<file path="src/rtl/phase_scheduler.sv">
// Intersection phase sequencer: steps Main/Local approaches through green, yellow and
// all-red, and inserts an all-red WALK phase when pedestrian requests are pending.
module phase_scheduler #(
  parameter int unsigned TICK_DIV    = 100000000,
  parameter int unsigned MAIN_GREEN  = 20,
  parameter int unsigned LOCAL_GREEN = 10,
  parameter int unsigned YELLOW      = 3,
  parameter int unsigned ALL_RED     = 1,
  parameter int unsigned WALK        = 8
) (
  input  logic       clk,
  input  logic       rst_a,
  input  logic [3:0] ped_req,
  output logic [2:0] main_lights,
  output logic [2:0] local_lights,
  output logic [3:0] ped_walk,
  output logic       enable_L,
  output logic       enable_P,
  output logic [2:0] phase,
  output logic       tick
);

  localparam int unsigned PW = (TICK_DIV > 1) ? $clog2(TICK_DIV) : 1;
  localparam logic [PW-1:0] PrescMax = PW'(TICK_DIV - 1);

  localparam logic [2:0] LampR = 3'b100;
  localparam logic [2:0] LampY = 3'b010;
  localparam logic [2:0] LampG = 3'b001;

  typedef enum logic [2:0] {
    StMainGreen   = 3'd0,
    StMainYellow  = 3'd1,
    StAllRedM     = 3'd2,
    StLocalGreen  = 3'd3,
    StLocalYellow = 3'd4,
    StAllRedL     = 3'd5,
    StWalk        = 3'd6
  } state_e;

  state_e        state_q, state_d;
  logic [PW-1:0] presc_q, presc_d;
  logic [7:0]    t_q, t_d;
  logic [3:0]    pend_q, pend_d;
  logic [3:0]    walk_mask_q, walk_mask_d;
  logic [7:0]    dwell;
  logic          dwell_done;

  always_comb begin
    case (state_q)
      StMainGreen:   dwell = 8'(MAIN_GREEN);
      StMainYellow:  dwell = 8'(YELLOW);
      StAllRedM:     dwell = 8'(ALL_RED);
      StLocalGreen:  dwell = 8'(LOCAL_GREEN);
      StLocalYellow: dwell = 8'(YELLOW);
      StAllRedL:     dwell = 8'(ALL_RED);
      StWalk:        dwell = 8'(WALK);
      default:       dwell = 8'd1;
    endcase
  end

  always_comb begin
    state_d     = state_q;
    presc_d     = presc_q + PW'(1);
    t_d         = t_q;
    pend_d      = pend_q | ped_req;
    walk_mask_d = walk_mask_q;
    tick        = (presc_q == PrescMax);
    dwell_done  = tick && (t_q == dwell - 8'd1);

    if (tick) begin
      presc_d = '0;
      t_d     = t_q + 8'd1;
    end

    // Timing restarts on every transition so each dwell is independent of history.
    if (dwell_done) begin
      presc_d = '0;
      t_d     = '0;
      case (state_q)
        StMainGreen:   state_d = StMainYellow;
        StMainYellow:  state_d = StAllRedM;
        StAllRedM:     state_d = StLocalGreen;
        StLocalGreen:  state_d = StLocalYellow;
        StLocalYellow: state_d = StAllRedL;
        StAllRedL: begin
          if (pend_q != 4'b0) begin
            state_d     = StWalk;
            walk_mask_d = pend_q | ped_req;
            pend_d      = '0;
          end else begin
            state_d = StMainGreen;
          end
        end
        StWalk:        state_d = StMainGreen;
        default:       state_d = StAllRedL;
      endcase
    end
  end

  always_ff @(posedge clk or negedge rst_a) begin
    if (!rst_a) begin
      state_q     <= StAllRedL;
      presc_q     <= '0;
      t_q         <= '0;
      pend_q      <= '0;
      walk_mask_q <= '0;
    end else begin
      state_q     <= state_d;
      presc_q     <= presc_d;
      t_q         <= t_d;
      pend_q      <= pend_d;
      walk_mask_q <= walk_mask_d;
    end
  end

  always_comb begin
    main_lights  = LampR;
    local_lights = LampR;
    ped_walk     = 4'b0;
    enable_L     = 1'b1;
    enable_P     = 1'b0;
    phase        = state_q;
    case (state_q)
      StMainGreen:   main_lights  = LampG;
      StMainYellow:  main_lights  = LampY;
      StLocalGreen:  local_lights = LampG;
      StLocalYellow: local_lights = LampY;
      StWalk: begin
        ped_walk = walk_mask_q;
        enable_L = 1'b0;
        enable_P = 1'b1;
      end
      default: ;
    endcase
  end

endmodule

</file>
<file path="config.mk">
export PLATFORM = sky130hd
export DESIGN_NAME = phase_scheduler
export DESIGN_NICKNAME = d
export VERILOG_FILES = /design/src/rtl/phase_scheduler.sv
export SDC_FILE = /design/constraint.sdc
export NUM_CORES = 1
export LEC_CHECK = 0
export ABC_AREA = 1
export CAP_MARGIN = 40
export CORE_ASPECT_RATIO = 1.5
export CORE_MARGIN = 5
export CORE_UTILIZATION = 41
export CTS_CLUSTER_DIAMETER = 30
export DETAILED_ROUTE_END_ITERATION = 10
export PLACE_DENSITY_LB_ADDON = 0.25
export SYNTH_ARGS = -nofsm -noshare
export SYNTH_HDL_FRONTEND = slang
export SYNTH_SLANG_ARGS = --single-unit
export TNS_END_PERCENT = 5
</file>
<file path="constraint.sdc">
create_clock -name clk -period 2.8 [get_ports clk]
set_input_delay 0.42 -clock clk [delete_from_list [all_inputs] [get_ports clk]]
set_output_delay 0.42 -clock clk [all_outputs]
set_load 0.02 [all_outputs]
</file>
# Word level (Yosys, flattened, before mapping)
# Index checks and enable logic that the tools add are counted.
# Widths: inputs -> output; s select.
# totals
reg_bits,46
input_bits,6
output_inout_bits,16
# classes
n_addsub,3
eq_ne,8
n_mux,15
bitwise,1
reduce_logical,6
# op_table
cell,count
$mux 27,2
$add 27x1->27 const B,1
$eq 27x27->1 const B,1
$pmux 5 s4,1
$pmux 3 s6,1
$mux 4,4
$mux 8,2
$pmux 3 s2,2
$eq 3x3->1 const B,3
$add 8x1->8 const B,1
$eq 8x8->1,1
$sub 8x1->8 const B,1
$eq 3x2->1 const B,2
$or 4x4->4,1
$reduce_bool 4->1,1
$eq 3x1->1 const B,1
$logic_not 3->1,1
$mux 3,1
$reduce_and 3->1,1
$mux 1,2
$reduce_bool 2->1,1
$reduce_or 2->1,1
$logic_and 1x1->1,1

# Depth between registers and ports, before layout
# depth
word_depth,7
mapped_depth,11
depth_no_buf,11

# Worst setup path after synthesis
# Ideal clock, no wire load.
# synth_path
kind,register to output
from,reg state_q[2] (netlist: phase[2])
to,out local_lights[2]
arrival_ns,1.374
required_ns,2.380
setup_slack_ns,1.006
stages_incl_launch_ff,5
n_path_buf,1
cell_sequence,dfstp_2 -> buf_4 -> nand2_1 -> nor2_1 -> nor2_1
# synth_between
elab_chain_cells,2
word_cells_on_any_way,3
classes_between,2 x eq/ne; 1 x mux
# synth_rtl
item,line_no,source
from (decl),40,"state_e state_q, state_d;"
from (signal assigned),102,state_q <= StAllRedL;
from (signal assigned),108,state_q <= state_d;
$eq 3x3->1 / $eq 3x2->1 (equally long branches),123,case (state_q)
$pmux 3 s2 (*),123,
to (decl),15,"output logic [2:0] local_lights,"
# Mark *: on every way between the ends. The rest lies on a longest branch, timed or not.

# Final worst setup path
# layout_path
from,reg presc_q[0]
to,out tick
# layout_between
elab_chain_cells,1
# layout_rtl
item,line_no,source
from (decl),41,"logic [PW-1:0] presc_q, presc_d;"
from (signal assigned),109,presc_q <= presc_d;
$eq 27x27->1,67,tick = (presc_q == PrescMax);
to (decl),20,output logic tick
# Every way passes these cells.

==> impl_metrics.env <==
export IMPL_status="complete, no violations"
export IMPL_yosys_warnings=0
export IMPL_p_sw_w=0.0002572
export IMPL_rows=37
export IMPL_cts_buffer_depth=2
export IMPL_grt_pass1_wl_um=10920
export IMPL_cts_sinks=46
export IMPL_drcViolationCount=0
export IMPL_dr_pass1_iters=5
export IMPL_clkPwrFrac=0.427
export IMPL_synth_compound_area_frac=0.04621
export IMPL_clk_pin_slew_ns=0.09
export IMPL_num_io_pins=22
export IMPL_grt_use_met1=0.1752
export IMPL_port_buffers=21
export IMPL_drtIter0Drc=116
export IMPL_combPwrFrac=0.017
export IMPL_vias_per_cell=5.096
export IMPL_finalSetupTns_ns=0
export IMPL_timing_final_crit_share=0.9129
export IMPL_finalMaxSlewViolations=0
export IMPL_vias=2543
export IMPL_drtAntennaViolNets=0
export IMPL_grtUsageMet3=0.02408
export IMPL_worstPathArrival_ns=2.14
export IMPL_grt_max_degree=25
export IMPL_postSynthAreaPerCell_um2=7.285
export IMPL_hold_class="in2async"
export IMPL_cp_max_fo=9
export IMPL_dpl_hpwl_um=5127
export IMPL_fin_area_um2=3263
export IMPL_nets=428
export IMPL_grt_pass1_vias=2358
export IMPL_ys_seq_area_frac=0.4019
export IMPL_cts_tree="built"
export IMPL_ys_seq_elements=46
export IMPL_core_area_um2=6852
export IMPL_cp_start_kind="flop"
export IMPL_leakage_nw=1.642
export IMPL_yosys_area_share_xor_xnor=0.04272
export IMPL_ir_drop_v=0.0003081
export IMPL_drt_total_wl_um=6461
export IMPL_layout_commonest_cell="nand2_1"
export IMPL_skew_ns=0.01339
export IMPL_diodes=0
export IMPL_layout_common_cells="nand2_1 (94), nor2_1 (69), inv_1 (60)"
export IMPL_syn_cell_area_um2=2870
export IMPL_seqPwrFrac=0.555
export IMPL_numCtsBuffers=5
export IMPL_clk_latency_ns=0.31
export IMPL_post_drt_wl_per_cell_um=12.95
export IMPL_hold_ws_ns=0.08915
export IMPL_swShare=0.2152
export IMPL_cts_setup_buffers=0
export IMPL_cts_htree_levels=2
export IMPL_clockRootBuffer="clkbuf_8"
export IMPL_area_delta_synth_final_pct=13.69
export IMPL_cts_resized=0
export IMPL_grt_busiest_layer="met2"
export IMPL_die_y_um=112.5
export IMPL_min_period_ns=2.556
export IMPL_place_area_um2=3151
export IMPL_syn_inst=394
export IMPL_setup_viol_count_final=0
export IMPL_required_ns=2.38
export IMPL_max_freq_ghz=0.3912
export IMPL_rsz0062_at_grt="false"
export IMPL_drv_cap=0
export IMPL_grt_antenna_before_repair=0
export IMPL_grt_use_total=0.1548
export IMPL_p_int_w=0.0009379
export IMPL_holdBufCountCts=0
export IMPL_synth_top_family_by_area="simple AND/OR/NAND/NOR gates"
export IMPL_hold_viol_final=0
export IMPL_grt_remaining_overflow=0
export IMPL_critPathCaptureType="primary output"
export IMPL_gp_congestion=0.9066
export IMPL_die_width_um=78.32
export IMPL_relSlewSlack=0.6345
export IMPL_grtUsageMet2=0.2832
export IMPL_nFillCells=717
export IMPL_synthAdderAreaFrac=0.008718
export IMPL_initial_core_util=0.4189
export IMPL_p_per_area_nw_per_um2=366.3
export IMPL_drive_above_1_share=0.1045
export IMPL_synth_simple_area_share=0.4050
export IMPL_fp_dieArea_um2=8808
export IMPL_synth_cell_types=33
export IMPL_synth_fp_nets=402
export IMPL_path_class="reg2out"
export IMPL_tightest_slew_ns=0.5482
export IMPL_synthMuxAreaShare=0
## worst paths after layout
kind / slack [ns] / end / start / depth (start not counted)
min in group clk: 0.46 / presc_q[0] / presc_q[0] / 1
worst min register to register: 0.46 / presc_q[0] / presc_q[0] / 1
worst max register to register: 0.84 / pend_q[3] / phase[2] / 9
max in group asynchronous: 1.94 / phase[2] / rst_a / 2
worst min-delay path: 0.09 / t_q[3] / rst_a / 1
worst max-delay path: 0.24 / tick / presc_q[0] / 6
## cell type report
type / count / area, µm² / share of cell area
clock buffers: 5 / 68.82 / 0.02109
clock inverters: 3 / 43.79 / 0.01342
inverters: 65 / 244.0 / 0.07477
multi-input cells: 280 / 1443 / 0.4421
flip-flops and latches: 46 / 1154 / 0.3535
well taps: 78 / 97.59 / 0.02991
repair buffers: 22 / 212.7 / 0.06518
## per-layer routing
layer | vias up | wire length (µm) | part of all wire
li1 | 1284 | - | -
met1 | 1167 | 2555 | 0.40
met2 | 74 | 3411 | 0.53
met3 | 18 | 298 | 0.046
met4 | 0 | 196 | 0.030
met5 | - | 0 | 0
## metrics by stage
stage                     utilization  cells  setup WS [ns]   power, W
after CTS                      0.4763    499         0.2228   0.001211
final                          0.4763    499         0.2438   0.001195
after global routing           0.4763    499         0.1061   0.001238
after global placement         0.4598    491         0.5830  0.0006988
after detailed placement       0.4598    491         0.5567  0.0006988
after floorplan                     -    394          1.006  0.0006772
## sequential cells by signal, indices dropped and copies added (netlist names)
signal and count:
pend_q 4, walk_mask_q 4, presc_q 27, t_q 8, phase 3
## cells by family after synthesis
| kind of cell | count (synthesis) |
|---|---|
| AO/OA/AOI/OAI | 23 |
| XOR/XNOR | 14 |
| adder cells (fa/ha/maj) | 2 |
| buffers and inverters | 68 |
| flip-flops | 46 |
| AND/OR/NAND/NOR | 241 |
## worst max-delay path, cell delays in order, from the launching register on
cell and delay, ns:
dfrtp_1 0.37, ha_1 0.20, nand3_2 0.15, nor2_4 0.19, nand2_4 0.10, nor2_8 0.19
clkdlybuf4s50_1 0.64
## synthesized netlist by cell type (all sizes together)
cell type | count | area [µm²]
nand4 | 16 | 115.1
inv | 65 | 244.0
nand3b | 1 | 7.510
nand2 | 102 | 407.9
a31oi | 3 | 18.77
nor3b | 2 | 15.01
nor3 | 9 | 45.04
dfrtp | 44 | 1101
o221a | 1 | 11.26
nand3 | 27 | 170.2
dfstp | 2 | 52.55
xor2 | 12 | 105.1
a21o | 1 | 7.510
xnor2 | 2 | 17.52
o21ai | 11 | 55.05
and3 | 2 | 12.51
o21a | 1 | 7.510
nor2 | 82 | 389.1
o211ai | 1 | 7.510
a21oi | 5 | 25.02
buf | 3 | 30.03
ha | 2 | 25.02
## power groups by stage
stage          Sequential, W  Combinational (W)  Clock (W)
2_1_floorplan       0.000677       0.0000000510          0
3_3_place_gp        0.000677          0.0000219          0
3_5_place_dp        0.000677          0.0000219          0
4_1_cts             0.000664          0.0000219   0.000525
5_1_grt             0.000664          0.0000241   0.000550
6_report            0.000664          0.0000204   0.000511
No activity file was read; power rests on OpenSTA's default activity.
